File: src/rtl/axis_rr_arbiter_if.sv
// AXI-stream bundle between N requesters and one shared sink.
// The arbiter takes the slave modport; the requester/sink side takes master.
interface axis_rr_arbiter_if #(
  parameter int DATA_WIDTH = 8,
  parameter int INPUTS     = 4,
  parameter int SEL_WIDTH  = 2
);
  logic [INPUTS*DATA_WIDTH-1:0] idata;
  logic [INPUTS-1:0]            ilast;
  logic [INPUTS-1:0]            ivalid;
  logic [INPUTS-1:0]            iready;
  logic [DATA_WIDTH-1:0]        odata;
  logic                         olast;
  logic [SEL_WIDTH-1:0]         osel;
  logic                         ovalid;
  logic                         oready;

  modport slave (
    input  idata, ilast, ivalid, oready,
    output iready, odata, olast, osel, ovalid
  );

  modport master (
    output idata, ilast, ivalid, oready,
    input  iready, odata, olast, osel, ovalid
  );
endinterface

File: src/rtl/axis_rr_arbiter.sv
// Round-robin AXI-stream arbiter with registered output and source tag.
// Grants last until end-of-packet or MAX_BURST beats, then re-arbitrate.
module axis_rr_arbiter #(
  parameter int DATA_WIDTH = 8,
  parameter int INPUTS     = 4,
  parameter int SEL_WIDTH  = 2,
  parameter int MAX_BURST  = 16
) (
  input logic              clock,
  input logic              resetn,
  axis_rr_arbiter_if.slave axis
);
  localparam int CW = $clog2(MAX_BURST + 1);

  typedef enum logic {
    IDLE = 1'b0,
    BUSY = 1'b1
  } state_t;

  state_t                r_state;
  state_t                w_state_nxt;
  logic [SEL_WIDTH-1:0]  r_ptr;
  logic [SEL_WIDTH-1:0]  r_sel;
  logic [CW-1:0]         r_cnt;
  logic [DATA_WIDTH-1:0] r_odata;
  logic                  r_olast;
  logic [SEL_WIDTH-1:0]  r_osel;
  logic                  r_ovalid;

  logic [SEL_WIDTH-1:0]  w_pick;
  logic [SEL_WIDTH-1:0]  w_idx;
  logic                  w_req;
  logic                  w_any;
  logic [DATA_WIDTH-1:0] w_sdata;
  logic                  w_slast;
  logic                  w_svalid;
  logic [INPUTS-1:0]     w_iready;
  logic                  w_room;
  logic                  w_accept;
  logic                  w_done;
  logic                  w_grant;

  // Search ptr+1, ptr+2, ... ptr so the last grantee ranks lowest.
  always_comb begin
    w_any  = 1'b0;
    w_pick = '0;
    w_idx  = '0;
    w_req  = 1'b0;
    for (int k = 1; k <= INPUTS; k++) begin
      w_idx = SEL_WIDTH'((int'(r_ptr) + k) % INPUTS);
      w_req = 1'b0;
      for (int i = 0; i < INPUTS; i++) begin
        if (w_idx == SEL_WIDTH'(i)) begin
          w_req = axis.ivalid[i];
        end
      end
      if (!w_any && w_req) begin
        w_any  = 1'b1;
        w_pick = w_idx;
      end
    end
  end

  always_comb begin
    w_sdata  = '0;
    w_slast  = 1'b0;
    w_svalid = 1'b0;
    for (int i = 0; i < INPUTS; i++) begin
      if (r_sel == SEL_WIDTH'(i)) begin
        w_sdata  = axis.idata[i*DATA_WIDTH +: DATA_WIDTH];
        w_slast  = axis.ilast[i];
        w_svalid = axis.ivalid[i];
      end
    end
  end

  assign w_room   = !r_ovalid || axis.oready;
  assign w_grant  = (r_state == IDLE) && w_any;
  assign w_accept = (r_state == BUSY) && w_svalid && w_room;
  assign w_done   = w_accept &&
                    (w_slast || (r_cnt == CW'(MAX_BURST - 1)));

  always_comb begin
    w_iready = '0;
    if ((r_state == BUSY) && w_room) begin
      for (int i = 0; i < INPUTS; i++) begin
        if (r_sel == SEL_WIDTH'(i)) begin
          w_iready[i] = 1'b1;
        end
      end
    end
  end

  always_ff @(posedge clock or negedge resetn) begin
    if (!resetn) begin
      r_state <= IDLE;
    end else begin
      r_state <= w_state_nxt;
    end
  end

  always_comb begin
    w_state_nxt = r_state;
    unique case (r_state)
      IDLE: if (w_any) w_state_nxt = BUSY;
      BUSY: if (w_done) w_state_nxt = IDLE;
      default: w_state_nxt = IDLE;
    endcase
  end

  always_ff @(posedge clock or negedge resetn) begin
    if (!resetn) begin
      r_ptr <= SEL_WIDTH'(INPUTS - 1);
      r_sel <= '0;
      r_cnt <= '0;
    end else begin
      if (w_grant) begin
        r_sel <= w_pick;
        r_cnt <= '0;
      end else if (w_accept) begin
        r_cnt <= r_cnt + 1'b1;
      end
      if (w_done) begin
        r_ptr <= r_sel;
      end
    end
  end

  // Output beat holds while the sink stalls; a reset drops it.
  always_ff @(posedge clock or negedge resetn) begin
    if (!resetn) begin
      r_odata  <= '0;
      r_olast  <= 1'b0;
      r_osel   <= '0;
      r_ovalid <= 1'b0;
    end else if (w_accept) begin
      r_odata  <= w_sdata;
      r_olast  <= w_slast;
      r_osel   <= r_sel;
      r_ovalid <= 1'b1;
    end else if (axis.oready) begin
      r_ovalid <= 1'b0;
    end
  end

  assign axis.iready = w_iready;
  assign axis.odata  = r_odata;
  assign axis.olast  = r_olast;
  assign axis.osel   = r_osel;
  assign axis.ovalid = r_ovalid;
endmodule

File: src/flat_wrapper.sv
// flat-port wrapper written by rule: the top's interface ports become plain ports
module axis_rr_arbiter_flat 
#(
  parameter int DATA_WIDTH = 8,
  parameter int INPUTS     = 4,
  parameter int SEL_WIDTH  = 2,
  parameter int MAX_BURST  = 16
)
  (clock, resetn, axis_idata, axis_ilast, axis_ivalid, axis_oready, axis_iready, axis_odata, axis_olast, axis_osel, axis_ovalid);
  axis_rr_arbiter_if #(.DATA_WIDTH(DATA_WIDTH), .INPUTS(INPUTS), .SEL_WIDTH(SEL_WIDTH)) axis_i ();
  input logic clock;
  input logic resetn;
  input wire logic [$bits(axis_i.idata)-1:0] axis_idata;
  input wire logic [$bits(axis_i.ilast)-1:0] axis_ilast;
  input wire logic [$bits(axis_i.ivalid)-1:0] axis_ivalid;
  input wire logic [$bits(axis_i.oready)-1:0] axis_oready;
  output wire logic [$bits(axis_i.iready)-1:0] axis_iready;
  output wire logic [$bits(axis_i.odata)-1:0] axis_odata;
  output wire logic [$bits(axis_i.olast)-1:0] axis_olast;
  output wire logic [$bits(axis_i.osel)-1:0] axis_osel;
  output wire logic [$bits(axis_i.ovalid)-1:0] axis_ovalid;
  assign axis_i.idata = axis_idata;
  assign axis_i.ilast = axis_ilast;
  assign axis_i.ivalid = axis_ivalid;
  assign axis_i.oready = axis_oready;
  assign axis_iready = axis_i.iready;
  assign axis_odata = axis_i.odata;
  assign axis_olast = axis_i.olast;
  assign axis_osel = axis_i.osel;
  assign axis_ovalid = axis_i.ovalid;
  axis_rr_arbiter #(.DATA_WIDTH(DATA_WIDTH), .INPUTS(INPUTS), .SEL_WIDTH(SEL_WIDTH), .MAX_BURST(MAX_BURST)) u_core (.clock(clock), .resetn(resetn), .axis(axis_i));
endmodule
File: config.mk
export PLATFORM = sky130hd
export DESIGN_NAME = axis_rr_arbiter_flat
export DESIGN_NICKNAME = d
export VERILOG_FILES = /design/src/rtl/axis_rr_arbiter_if.sv /design/src/rtl/axis_rr_arbiter.sv /design/src/flat_wrapper.sv
export SDC_FILE = /design/constraint.sdc
export NUM_CORES = 1
export LEC_CHECK = 0
export ABC_CLOCK_PERIOD_IN_PS = 2600
export CORE_ASPECT_RATIO = 0.9
export CORE_UTILIZATION = 41
export CTS_CLUSTER_SIZE = 12
export DETAILED_ROUTE_END_ITERATION = 7
export HOLD_SLACK_MARGIN = 0.1
export PLACE_DENSITY = 0.77
export SYNTH_ARGS = -nofsm -noshare
export SYNTH_HDL_FRONTEND = slang
export SYNTH_SLANG_ARGS = --single-unit
File: constraint.sdc
create_clock -name clock -period 2.6 [get_ports clock]
set_input_delay 0.52 -clock clock [delete_from_list [all_inputs] [get_ports clock]]
set_output_delay 0.52 -clock clock [all_outputs]
set_load 0.01 [all_outputs]
==> results by group <==
Floorplan
  – Core ar.: 3430 sq um
  – Die width: 65.6 um
  – Starting density of the core: 43.6%
  – # IOs: 59
  – Die Height: 59.3 um
  – Rows: 20
  – Die area: 3890 sq um

Pwr
  – Total power: 2610 uW
  – Leak: 0.000965 uW
  – Power density cells: 1160 nW/um^2
  – Max VDD drop: 504 uV

Timing
  – Max transition margin: 60.0%
  – Setup violators final: 0
  – Final Critical Period: 2500 ps
  – Final Hold Vio Count: 0
  – Fmax: 400 MHz
  – Worst Skew: around 1.3 ps
  – Worst setup margin: about 100 ps
  – WHS: approximately 510 ps
  – Slew Limit Fails: 0
  – Slew @ Worst Pin: 600 ps
  – Part of the cycle the worst path needs: 96.2%

Yosys
  – Mapped Cells: 126
  – Top_reg_cell synth: dfrtp_1
  – Async set-reset flop share out of synthesis: between 90% and 100%
  – Register bit count reported by yosys: 22
  – Mean Syn Cell Area: between 10 and 15 sq um
  – Cell variety after synth: 45
  – Share of the yosys chip area belonging to registers: 37.0%
  – Syn nets: roughly 180
  – Mapped Area: 1490 sq um
  – Synth warn: 0
  – Post-synth EDFFs: 0

Drt
  – Via density per instance: 5.46
  – Mean routed wirelength per cell: around 17 um
  – WL final: 3.92 mm
  – Total number of vias: 1278
  – Metal-1 WL: 1.65 mm
  – Routed Antenna Nets: 0
  – Met3 WL: between 200 and 300 um
  – Top Layer Used: met4
  – DR WL met2: 1.95 mm
  – Drt drc: 0
  – Initial DRC Count: about 40
  – Pre-Repair DR Iteration Count: 4

Worst setup path
  – Req. time, crit path: approximately 2800 ps
  – R2R depth: 8
  – Crit path largest cell delay: a little over 600 ps
  – CP startpoint: u_core.r_ptr[0]$_DFFE_PN1P_
  – Crit-path cells: inv_1 -> ha_2 -> and3b_1 -> a2111oi_4 -> o22ai_1 -> o31a_1 -> buf_4 -> a21o_1
  – Worst Path Max Fanout: 8
  – Critical-path top delay cell: dfstp_2
  – Crit path DAT: 2660 ps
  – CP Capture Type: flop
  – Kind of critical path: flop to flop
  – Worst Setup Start Kind: flop
  – Reg2reg start: u_core.r_ptr[0]$_DFFE_PN1P_

Job
  – MaxCap Viol Count: 0

Cells and area
  – Final #Nets: 243
  – Fraction of layout cells with a size suffix above 1: 25.8%
  – Antenna cell count: 0
  – Finished Cell Area: 2260 sq um
  – Layout Area Growth over Synthesis: 51.1%

Global route
  – Vias in the first global route: 1302
  – Total congestion overflow: 0
  – First-pass GRT wire length: 6.06 mm
  – Largest net degree at the start of global routing: 23
  – Initial antenna violation count: 0
  – GRT Total Usage: 20.6%

Clock network
  – Clk_lat worst skew: about 260 ps
  – CTS Buffer Depth: 2
  – H-tree Lvls: 1
  – TritonCTS clock tree: built
  – CTS sink count: 22
  – Postcts setup bufs: 0
  – Total CTS buffers: 3
  – Worst-path clk slew: around 80 ps
  – Post-CTS Hold Fix Bufs: 0
  – CTS root buf: clkbuf_8

Worst hold path
  – Min-delay worst type: flop to flop
  – Hold depth: 1
  – Hold path start: u_core.axis.olast$_DFFE_PN0P_

Placement
  – Post-place setup slack: -42.2 ps
  – PortBufs: a little under 60
  – Gpl congestion: ~0.87
  – DP HPWL: 3.02 mm
  – Placed cell area: 2160 sq um

Run status
  – Status: complete, no violations
layer usage:
layer | up-vias | global-route usage (%)
met4 | 0 | 4.35
met3 | 6 | 5.38
li1 | 598 | -
met1 | 620 | 25.0
met2 | 54 | 36.7
met5 | - | 0
timing repair:
item | 4_1_cts | 5_1_grt
setup endpoints to repair | 0 | 11
endpoints found under the hold margin | 0 | 0
gates resized for setup | 0 | 10
path summary, 6_finish.rpt:
path                                                         end  slack (ps)
max in group asynchronous            u_core.r_ptr[1]$_DFFE_PN1P_        1720
worst min register to register     u_core.axis.olast$_DFFE_PN0P_         510
worst max-delay path                    u_core.r_state$_DFF_PN0_         100
worst max register to register          u_core.r_state$_DFF_PN0_         100
worst min-delay path               u_core.axis.olast$_DFFE_PN0P_         510
min in group asynchronous       u_core.axis.odata[5]$_DFFE_PN0P_         600
Yosys cell counts (2+ instances only):
master    count  share of area [%]
clkbuf_1      3               0.75
inv_1         5                1.3
nor3b_1       4                2.0
a21oi_1       4                1.3
dfstp_2       2                3.5
nor2_1       10                2.5
and3_1        3                1.3
mux4_2       10                 15
a211oi_1      3                1.5
dfrtp_1      20                 34
mux2_2       13                9.8
and3b_1       3                1.8
ha_1          9                7.5
nand2_1       5                1.3
buf_2         2               0.67
state kept, by name, summed over array words and instances (netlist names):
register / flops
u_core.axis.odata: 8
u_core.axis.olast: 1
u_core.axis.ovalid: 1
u_core.axis.osel: 2
u_core.r_ptr: 2
u_core.r_cnt: 5
u_core.r_state: 1
u_core.r_sel: 2
critical path, delay by kind of cell (launching register included):
family,cells,cell delay (ps)
DFF,1,610
AOI/OAI and AO/OA,4,1040
and+or+nand+nor,1,210
adders and majority gates,1,260
buffers and inverters,2,290
power breakdown:
part	internal (uW)	switching, uW	total [uW]
logic	960	715	1670
clock network	135	108	243
registers	513	176	689
total	1610	999	2610
layout by cell type, fill, tap and decap left out, types with 2 or more instances in the layout:
cell type         n
and3b_1           3
a21oi_1           4
a211oi_1          2
a2111oi_2         2
and3_1            3
mux4_2           10
dfrtp_1          20
nand2_1           5
dfstp_2           2
inv_1             5
ha_2              2
clkdlybuf4s50_1  56
nor3b_1           4
dlymetal6s2s_1    2
buf_4             9
ha_1              7
nor2_1           10
mux2_2           13
clkbuf_8          4
cell type report:
cell class / instances / area [sq um]
Tap cell: 44 / 55.1
Timing Repair Buffer: 67 / 653
Sequential cell: 22 / 553
Multi-Input combinational cell: 92 / 922
Inverter: 5 / 18.8
Fill cell: 255 / 1170
Clock buffer: 4 / 55.1
metrics by stage:
step           TNS (ps)  instances  utilization, %
5_1_grt           -14.6        234            65.8
4_1_cts               0        234            64.6
3_5_place_dp      -77.4        230            63.0
2_1_floorplan         0        126               -
6_report              0        234            65.8
3_3_place_gp          0        230            63.0
logic make-up after synthesis:
group / Yosys count / synth area share [%]
flip-flops: 22 / 37.0
buffers and inverters: 12 / 3.68
AND/OR/NAND/NOR: 35 / 13.2
XOR/XNOR: 2 / 1.17
adder cells (fa/ha/maj): 9 / 7.54
AO/OA/AOI/OAI: 21 / 10.9
multiplexers: 25 / 26.5
Note: power is estimated with default switching activity, not from simulation.
==> variant: new RTL, config.mk and constraints unchanged <==
Make the reset (`resetn`) synchronous in 3 clocked blocks.
--- a/src/rtl/axis_rr_arbiter.sv
+++ b/src/rtl/axis_rr_arbiter.sv
@@ -93,3 +93,3 @@
 
-  always_ff @(posedge clock or negedge resetn) begin
+  always_ff @(posedge clock) begin
     if (!resetn) begin
@@ -110,3 +110,3 @@
 
-  always_ff @(posedge clock or negedge resetn) begin
+  always_ff @(posedge clock) begin
     if (!resetn) begin
@@ -129,3 +129,3 @@
   // Output beat holds while the sink stalls; a reset drops it.
-  always_ff @(posedge clock or negedge resetn) begin
+  always_ff @(posedge clock) begin
     if (!resetn) begin
Check against the original RTL: differs if resetn is asserted again (counterexample within 4 cycles, from zero or initial values and one cycle with resetn low); with resetn held inactive, the same outputs for 4 cycles.
==> variant against the unedited design <==
Cell area decreased by 4.1%. Count of clock-buffer cells in the layout is 1 lower. Setup slack gained 0.022 ns. Synthesized area is 1.0% higher. Sequential cell count is the same. Routed wire length down 5.1%. Register-to-register slack better by 0.21 ns.
Power is not compared: it rests on default switching activity, and its combinational part moved more than twofold at a synthesized area within 25%.
==> variant: results (changes against the unedited design) <==
stage;metric;value;unit;change
outcome;status;completed;;
worst_hold_path;hold_end;u_core.r_cnt[4]$_SDFFE_PP0P_;;
logic_synthesis;synth_mux_area_share;24.9;%;-1.7 points
timing;min_period;2.48;ns;-0.0222 ns
detailed_routing;wl_met2;1910;um;-1.7%
layout;stdcell_count;246;;+5.1%
logic_synthesis;async_flop_share;0;%;-100 points
layout;fillerInstances;271;;+6.3%
logic_synthesis;ys.flop_type;dfxtp_1;;
global_route;use_met1;23.0;%;-2.0 points
critical_path;crit_arrival;1.96;ns;-0.70 ns
logic_synthesis;ys_seq_area_share;29.2;%;-7.8 points
global_route;grt_max_degree;20;;-13%
global_route;grt_pass1_vias;1357;;+4.2%
layout;multiInputGateArea;996;sq um;+8.0%
placed_design;dp_cells;243;;+5.7%
global_route;grtUsageMet3;3.46;%;-1.9 points
placed_design;post_dp_cell_area;0.00212;sq mm;-1.9%
worst_hold_path;hp-start;u_core.r_cnt[4]$_SDFFE_PP0P_;;
worst_hold_path;hold_depth;2;;+1
detailed_routing;met3WireLength;192;um;-31%
global_route;grt_pass1_wl;5920;um;-2.3%
timing;fin_skew;0.00166;ns;+0.000333 ns
detailed_routing;wl_met1;1570;um;-4.8%
logic_synthesis;synth_nets;196;;+10%
layout;nNetsFinal;256;;+5.3%
logic_synthesis;synth_common_cells;dfxtp_1 (22), mux2i_1 (15), nor2b_1 (14);;
global_route;track_usage;19.6;%;-0.97 points
logic_synthesis;synth_area_leaders;dfxtp_1 (29%), mux4_2 (15%), mux2i_1 (10%), ha_1 (7.5%), nor2b_1 (5.8%);;
critical_path;reg2reg_from;u_core.r_ptr[1]$_SDFFE_PN1N_;;
detailed_routing;drtIter0Drc;43;;+4.9%
critical_path;slowest_stage;clkdlybuf4s50_1;;
placed_design;globalplace.congestion;0.740;;-15%
placed_design;hpwl;2860;um;-5.3%
timing;relSlewSlack;58.9;%;-1.1 points
logic_synthesis;synth_compound_area_share;11.5;%;+0.64 points
detailed_routing;num_vias;1319;;+3.2%
critical_path;crit_path_max_fanout;3;;-5
timing;fin_hold_ws;0.506;ns;-0.00181 ns
logic_synthesis;synth-xor-area-share;1.74;%;+0.57 points
variant: cell types whose count changed after synthesis, sizes merged, moves of 2 or more:
cell     change
dfstp        -2
nand2        +3
nor2b       +13
nand3b       +3
mux2i       +14
dfrtp       -20
a21o         -2
mux2        -14
and3b        -3
a2111oi      -3
dfxtp       +22
variant: final cells by class:
cell class	instances	area share (%)
multi-input combinational	110	46.0
timing repair buffer	62	28.3
sequential	22	20.3
tap	44	2.54
clock buffer	3	1.91
inverter	5	0.867
variant: how the worst max path moves through the flow:
| stage | end | cells past startpoint |
|---|---|---|
| after CTS | axis_iready[2] | 5 |
| final | axis_iready[1] | 5 |
| after detailed placement | axis_iready[2] | 5 |
| after global routing | axis_iready[3] | 5 |
| after floorplan | u_core.r_sel[1]$_SDFFE_PN0P_ | 8 |
| after global placement | axis_iready[2] | 5 |
variant: report_power, final:
group          internal, mW  switching [mW]  leakage, nW
clock network         0.103           0.111       0.0216
registers             0.384          0.0626        0.179
logic                 0.369           0.283        0.684
